[config.mk]
export PLATFORM = sky130hd
export DESIGN_NAME = gf180mcu_fd_sc_mcu7t5v0__scan_tail_rx
export DESIGN_NICKNAME = d
export VERILOG_FILES = /design/src/rtl/gf180mcu_fd_sc_mcu7t5v0__scan_tail_rx.sv
export SDC_FILE = /design/constraint.sdc
export NUM_CORES = 1
export LEC_CHECK = 0
export ABC_AREA = 1
export BUFFER_PORTS_ARGS = -buffer_cell sky130_fd_sc_hd__buf_4
export CAP_MARGIN = 20
export CORE_AREA = 2 2 64 97
export DETAILED_ROUTE_END_ITERATION = 8
export DIE_AREA = 0 0 66 99
export PLACE_DENSITY = 0.54
export SYNTH_ARGS = -nofsm -noshare
export SYNTH_HDL_FRONTEND = slang
export SYNTH_SLANG_ARGS = --single-unit
[constraint.sdc]
create_clock -name CLK -period 3.4 [get_ports CLK]
set_input_delay 0.51 -clock CLK [delete_from_list [all_inputs] [get_ports CLK]]
set_output_delay 0.51 -clock CLK [all_outputs]
set_load 0.01 [all_outputs]
[src/rtl/gf180mcu_fd_sc_mcu7t5v0__scan_tail_rx.sv]
// gf180mcu_fd_sc_mcu7t5v0__scan_tail_rx: scan-chain tail deserializer with a small output FIFO
module gf180mcu_fd_sc_mcu7t5v0__scan_tail_rx #(
  parameter int WIDTH = 8,
  parameter int DEPTH = 2,
  parameter int CW = $clog2(WIDTH + 1)
) (
  input  logic             CLK,
  input  logic             RST,
  input  logic             SE,
  input  logic             SI,
  input  logic             FLUSH,
  input  logic             READY,
  output logic [WIDTH-1:0] DATA,
  output logic             VALID,
  output logic [CW-1:0]    CNT,
  output logic             BUSY,
  output logic             OVF
);
  localparam int AW = $clog2(DEPTH);
  typedef enum logic {IDLE, SHIFT} state_t;
  state_t state, state_nx;
  logic [WIDTH-1:0] sreg, word;
  logic [WIDTH-1:0] mem [DEPTH];
  logic [AW-1:0] rd_ptr, wr_ptr;
  logic [AW:0] occ;
  logic done, flush_ok, push, pop, full, wr_en;
  // Word assembly, push/pop decisions and next state
  always_comb begin
    done = SE && (CNT == CW'(WIDTH - 1));
    flush_ok = !SE && FLUSH && (CNT != '0);
    push = done || flush_ok;
    word = SE ? (sreg | ({{(WIDTH-1){1'b0}}, SI} << CNT)) : sreg;
    full = occ == (AW+1)'(DEPTH);
    pop = VALID && READY;
    wr_en = push && (!full || pop);
    state_nx = push ? IDLE : (SE ? SHIFT : state);
  end
  // State register
  always_ff @(posedge CLK or posedge RST) begin
    if (RST) state <= IDLE;
    else state <= state_nx;
  end
  // Shift register and bit counter; a push always restarts the word from zero
  always_ff @(posedge CLK or posedge RST) begin
    if (RST) begin
      sreg <= '0;
      CNT <= '0;
    end else begin
      sreg <= push ? '0 : word;
      CNT <= push ? '0 : (SE ? CNT + 1'b1 : CNT);
    end
  end
  // FIFO storage, pointers, occupancy and sticky overflow
  always_ff @(posedge CLK or posedge RST) begin
    if (RST) begin
      for (int i = 0; i < DEPTH; i++) mem[i] <= '0;
      wr_ptr <= '0;
      rd_ptr <= '0;
      occ <= '0;
      OVF <= 1'b0;
    end else begin
      if (wr_en) begin
        mem[wr_ptr] <= word;
        wr_ptr <= wr_ptr + 1'b1;
      end
      if (pop) rd_ptr <= rd_ptr + 1'b1;
      occ <= occ + (AW+1)'(wr_en) - (AW+1)'(pop);
      OVF <= OVF | (push && full && !pop);
    end
  end
  assign DATA = mem[rd_ptr];
  assign VALID = occ != '0;
  assign BUSY = state == SHIFT;
endmodule

; ---- Word level (Yosys, flattened, before mapping)
; Index checks and enable logic that the tools add are counted.
[totals]
in_bits = 6
ff_bits = 34
elab_cells = 52
out_inout_bits = 15
[op_classes]
reduce_logical = 16
n_shift = 1
eq_ne = 2
muxes = 12
add_sub_neg = 5
n_bitwise = 4
n_lt_le_gt_ge = 3
[op_table]
columns = cell, count
row1 = $mux 8, 6
row2 = $bwmux 16, 1
row3 = $demux 8 s1, 1
row4 = $logic_and 1x1->1, 8
row5 = $mux 4, 2
row6 = $or 8x8->8, 1
row7 = $shl 1x4->8, 1
row8 = $add 4x1->4 const B, 1
row9 = $eq 4x3->1 const B, 1
row10 = $ge 2x2->1 const B, 2
row11 = $not 1->2, 2
row12 = $reduce_bool 2->1, 2
row13 = $reduce_bool 4->1, 1
row14 = $logic_not 1->1, 3
row15 = $add 1x1->1 const B, 2
row16 = $add 2x1->2, 1
row17 = $eq 2x2->1 const B, 1
row18 = $logic_or 1x1->1, 2
row19 = $lt 2x1->1 const B, 1
row20 = $mux 1, 2
row21 = $sub 2x1->2, 1
row22 = $or 1x1->1, 1

; ---- Depth between registers and ports, before layout
[logic_depth]
ltp_word = 7
ltp_mapped = 11
depth_no_buf = 10

; ---- Least setup slack after synthesis
; Ideal clock, no wire load.
[synth_path]
kind = reg2reg
start = reg CNT[0]
end = reg occ[1]
setup_time_ps = 123
path_buffers = 1
required_time_ps = 3277
synth_period_minus_slack_ps = 1897
arrival_ps = 1774
stages_incl_launch_ff = 12
setup_slack_ps = 1503
cell_sequence = dfrtp_1 -> inv_1 -> ha_1 -> nand3_1 -> nand2_2 -> nand2_2 -> buf_6 -> nand2_1 -> ha_1 -> inv_1 -> ha_1 -> xnor2_1
[synth_via]
elab_chain_cells = 6
word_cells_on_any_way = 8
cone_classes = add/sub: 2 / eq/ne: 1 / reduce/logical: 5
[synth_lines]
columns = element, line
row1 = "start, declared", 15  ; output logic [CW-1:0] CNT,
row2 = "start signal, assigned", 50  ; CNT <= push ? '0 : (SE ? CNT + 1'b1 : CNT);
row3 = $eq 4x3->1 / $reduce_bool 4->1 (equally long branches), "29, 30"
row4 = "$logic_and 1x1->1, on equally long branches", "29, 30"
row5 = $logic_or 1x1->1 (*), 31  ; push = done || flush_ok;
row6 = $logic_and 1x1->1 (*), 35  ; wr_en = push && (!full || pop);
row7 = $add 2x1->2 (*), 67  ; occ <= occ + (AW+1)'(wr_en) - (AW+1)'(pop);
row8 = $sub 2x1->2 (*), 67
row9 = "end signal, assigned", 67
row10 = "end, declared", 25  ; logic [AW:0] occ;
; Every way passes the cells marked *; elsewhere a longest branch is shown, timed or not.
; A chain may end at the register's enable or synchronous reset.

; ---- Final worst setup path
; Same ends and word-level chain as after synthesis.

==> impl_metrics.py <==
metrics = {
    "status": {
        "status": "completed",
    },
    "setup_path": {
        "rrSetupSlack_ns": 1.11,
        "path_buf_inv": 2,
        "cp.arrival_ns": 2.47,
        "crit-reg2reg-launch": "CNT[0]",
        "cp_slowest_cell": "dfrtp_1",
        "reg2reg_to": "occ[1]",
        "worst_ep_required_time_ns": 3.57,
        "cp_max_fo": 31,
        "ff2ff_path_depth": 10,
        "criticalPathCategory": "register to register",
        "startpoint_type": "register",
        "critical_path.max_stage_delay_ns": 0.45,
        "crit_top_cell": "ha_1",
        "critPathTopFamily": "simple AND/OR/NAND/NOR gates",
        "crit_chain": "inv_1, ha_1, nand3_1, nand2_2, nand2_2, nand2_1, ha_1, inv_1, ha_1, xnor2_1",
        "end_kind": "register",
    },
    "detailed_routing": {
        "routed_wl_mm": 3.38,
        "vias_per_cell": 4.36,
        "wl_per_cell_um": 11.3,
        "ant_nets": 0,
        "drt_iter0_markers": 20,
        "drc_errors": 0,
        "vias": 1307,
        "dr.pass1.iters": 4,
    },
    "clock_network": {
        "cts_hold_buf": 0,
        "clkTransAtPathRegs_ns": 0.07,
        "cts_made_buffers": 5,
        "postCtsSetupBuffers": 0,
        "clkSinkCount": 34,
        "cts_tree": "done",
        "htreeDepth": 2,
        "root_buffer": "clkbuf_8",
        "clk_latency_ns": 0.29,
        "cts_buffer_depth": 2,
        "cts_resized": 0,
    },
    "synth": {
        "synth_top_cell_by_area": "dfrtp_1",
        "synth_flop_cell": "dfrtp_1",
        "synthArstFlopShare_pct": 100,
        "avgSynthCellArea_um2": 8.17,
        "syn_inst": 205,
        "synth_top_cell_area_share_pct": 50.8,
        "synth_edf_count": 0,
        "ys_types": 21,
        "syn_nets": 215,
        "synthTopCellsByCount": "83 x nand2_1, 34 x dfrtp_1, 19 x inv_1",
        "yosysMostFrequentCell": "nand2_1",
        "synth-seq-area-share_pct": 50.8,
        "ys.warnings.count": 0,
        "synth-seq-cells": 34,
        "synth.area.top_cells": "dfrtp_1 51%, nand2_1 19%, nand4_1 6.4%, inv_1 4.3%, ha_1 3.0%",
        "synth_area_um2": 1670,
    },
    "placed_design": {
        "gp_congestion": 0.731,
        "dp_hpwl_mm": 2.51,
        "io_buffer_count": 20,
        "dp_slack_ns": 1.11,
    },
    "sta": {
        "tightestPinTransition_ns": 0.570,
        "min_period_ns": 2.29,
        "max_freq_mhz": 436,
        "fin_setup_tns_ns": 0,
        "relSlewSlack_pct": 61.9,
        "finalWorstSetupSlack_ns": 1.11,
        "hold_viol": 0,
        "skew_ns": 0.00841,
        "setup_viol": 0,
        "slew_violations": 0,
        "final.period_utilization_pct": 67.4,
        "rsz0062_at_grt": "false",
    },
    "cells_and_area": {
        "synthToLayoutAreaGrowth_pct": 17.8,
        "layout-drive-gt1-share_pct": 15.4,
        "fin_nets": 237,
        "diodes": 0,
    },
    "power": {
        "clkPwrFrac_pct": 18.5,
        "p_int_mw": 1.00,
        "swShare_pct": 39.1,
        "ir_drop_mv": 0.413,
        "leakage_nw": 1.08,
        "p_switching_mw": 0.645,
        "p_seq_share_pct": 41.8,
        "pwr-share-comb_pct": 39.7,
        "power_density_nw_per_um2": 836,
    },
    "die": {
        "coreArea_um2": 5700,
        "start_util_pct": 29.4,
        "ios": 21,
        "dieWidth_um": 66,
        "std_cell_rows": 34,
        "dieHeight_um": 99,
        "die-area_um2": 6530,
    },
    "grt": {
        "globalRouteOverflowTotal": 0,
        "grt_pass1_wl_mm": 5.84,
        "grt_max_degree": 35,
        "grt_pass1_vias": 1314,
        "grt_usage_pct": 11.5,
        "grt_antenna_before_repair": 0,
    },
    "flow_run": {
        "maxCapViolations": 0,
    },
    "worst_hold_path": {
        "min_path_type": "primary input to async pin",
    },
}
[how the worst max path moves through the flow]
stage / end / slack [ns] / startpoint / cells past startpoint
after floorplan: occ[1] / 1.50 / CNT[0] / 11
after CTS: occ[1] / 1.09 / CNT[0] / 10
after global routing: occ[1] / 0.87 / CNT[1] / 10
after global placement: occ[1] / 1.17 / CNT[0] / 10
final: occ[1] / 1.11 / CNT[0] / 10
after detailed placement: occ[1] / 1.11 / CNT[0] / 10
[cells by family after synthesis]
group	count (synthesis)	share of synthesized area, %
simple gates	123	32.7
flops	34	50.8
compound gates	11	3.29
fa+ha+maj	4	2.99
buf+inv	28	7.62
xor+xnor	5	2.62
[stage by stage]
step | hold slack, ns | total power, mW | cells | utilization (%) | instance area, um^2
after floorplan | 0.449 | 1.14 | 205 | - | 1670
after global placement | 0.463 | 1.35 | 292 | 33.0 | 1880
after detailed placement | 0.467 | 1.37 | 292 | 33.0 | 1880
after CTS | 0.347 | 1.68 | 300 | 34.6 | 1970
after global routing | 0.373 | 1.80 | 300 | 34.6 | 1970
final | 0.318 | 1.65 | 300 | 34.6 | 1970
[registers in the layout (all words and copies together), names as in the netlist]
name and count:
CNT 4, sreg 8, occ 2, wr_ptr 1, rd_ptr 1, OVF 1
BUSY 1, mem 16
[layer usage]
| metal | wire, um | share of wire (%) | global-route usage (%) | up-vias |
|---|---|---|---|---|
| met5 | 0 | 0 | 0 | - |
| met4 | 70 | 2.1 | 4.71 | 0 |
| met2 | 1720 | 51 | 19.7 | 19 |
| met3 | 132 | 3.9 | 2.97 | 5 |
| met1 | 1450 | 43 | 13.4 | 591 |
| li1 | - | - | - | 692 |
[cells in the final DEF, fill, tap and decap left out, drive strengths merged, types with 3 or more instances in the layout]
cell	Yosys	layout
nand2	85	85
buf	6	22
dfrtp	34	34
xor2	3	3
nand4	18	18
a21oi	9	9
nor2	11	11
inv	19	19
clkbuf	1	7
ha	4	4
nand3	6	6
clkinv	2	3
[final cells by class]
type / instances / area (um^2)
Clock buffer: 7 / 86.3
Clock inverter: 1 / 5.00
Fill cell: 639 / 3730
Inverter: 21 / 78.8
Multi-Input combinational cell: 143 / 696
Sequential cell: 34 / 851
Tap cell: 72 / 90.1
Timing Repair Buffer: 22 / 165
[worst min-delay path, delay by kind of cell]
family | cells | cell delay [ns]
buffers and inverters | 3 | 0.51
[power by group through the flow]
stage | sequential, mW | combinational (mW) | clock [mW]
final | 0.689 | 0.655 | 0.304
after global placement | 0.694 | 0.659 | 0
after detailed placement | 0.698 | 0.669 | 0
after floorplan | 0.660 | 0.482 | 0
after global routing | 0.714 | 0.757 | 0.333
after CTS | 0.691 | 0.673 | 0.317
No activity file was read; power rests on OpenSTA's default activity.
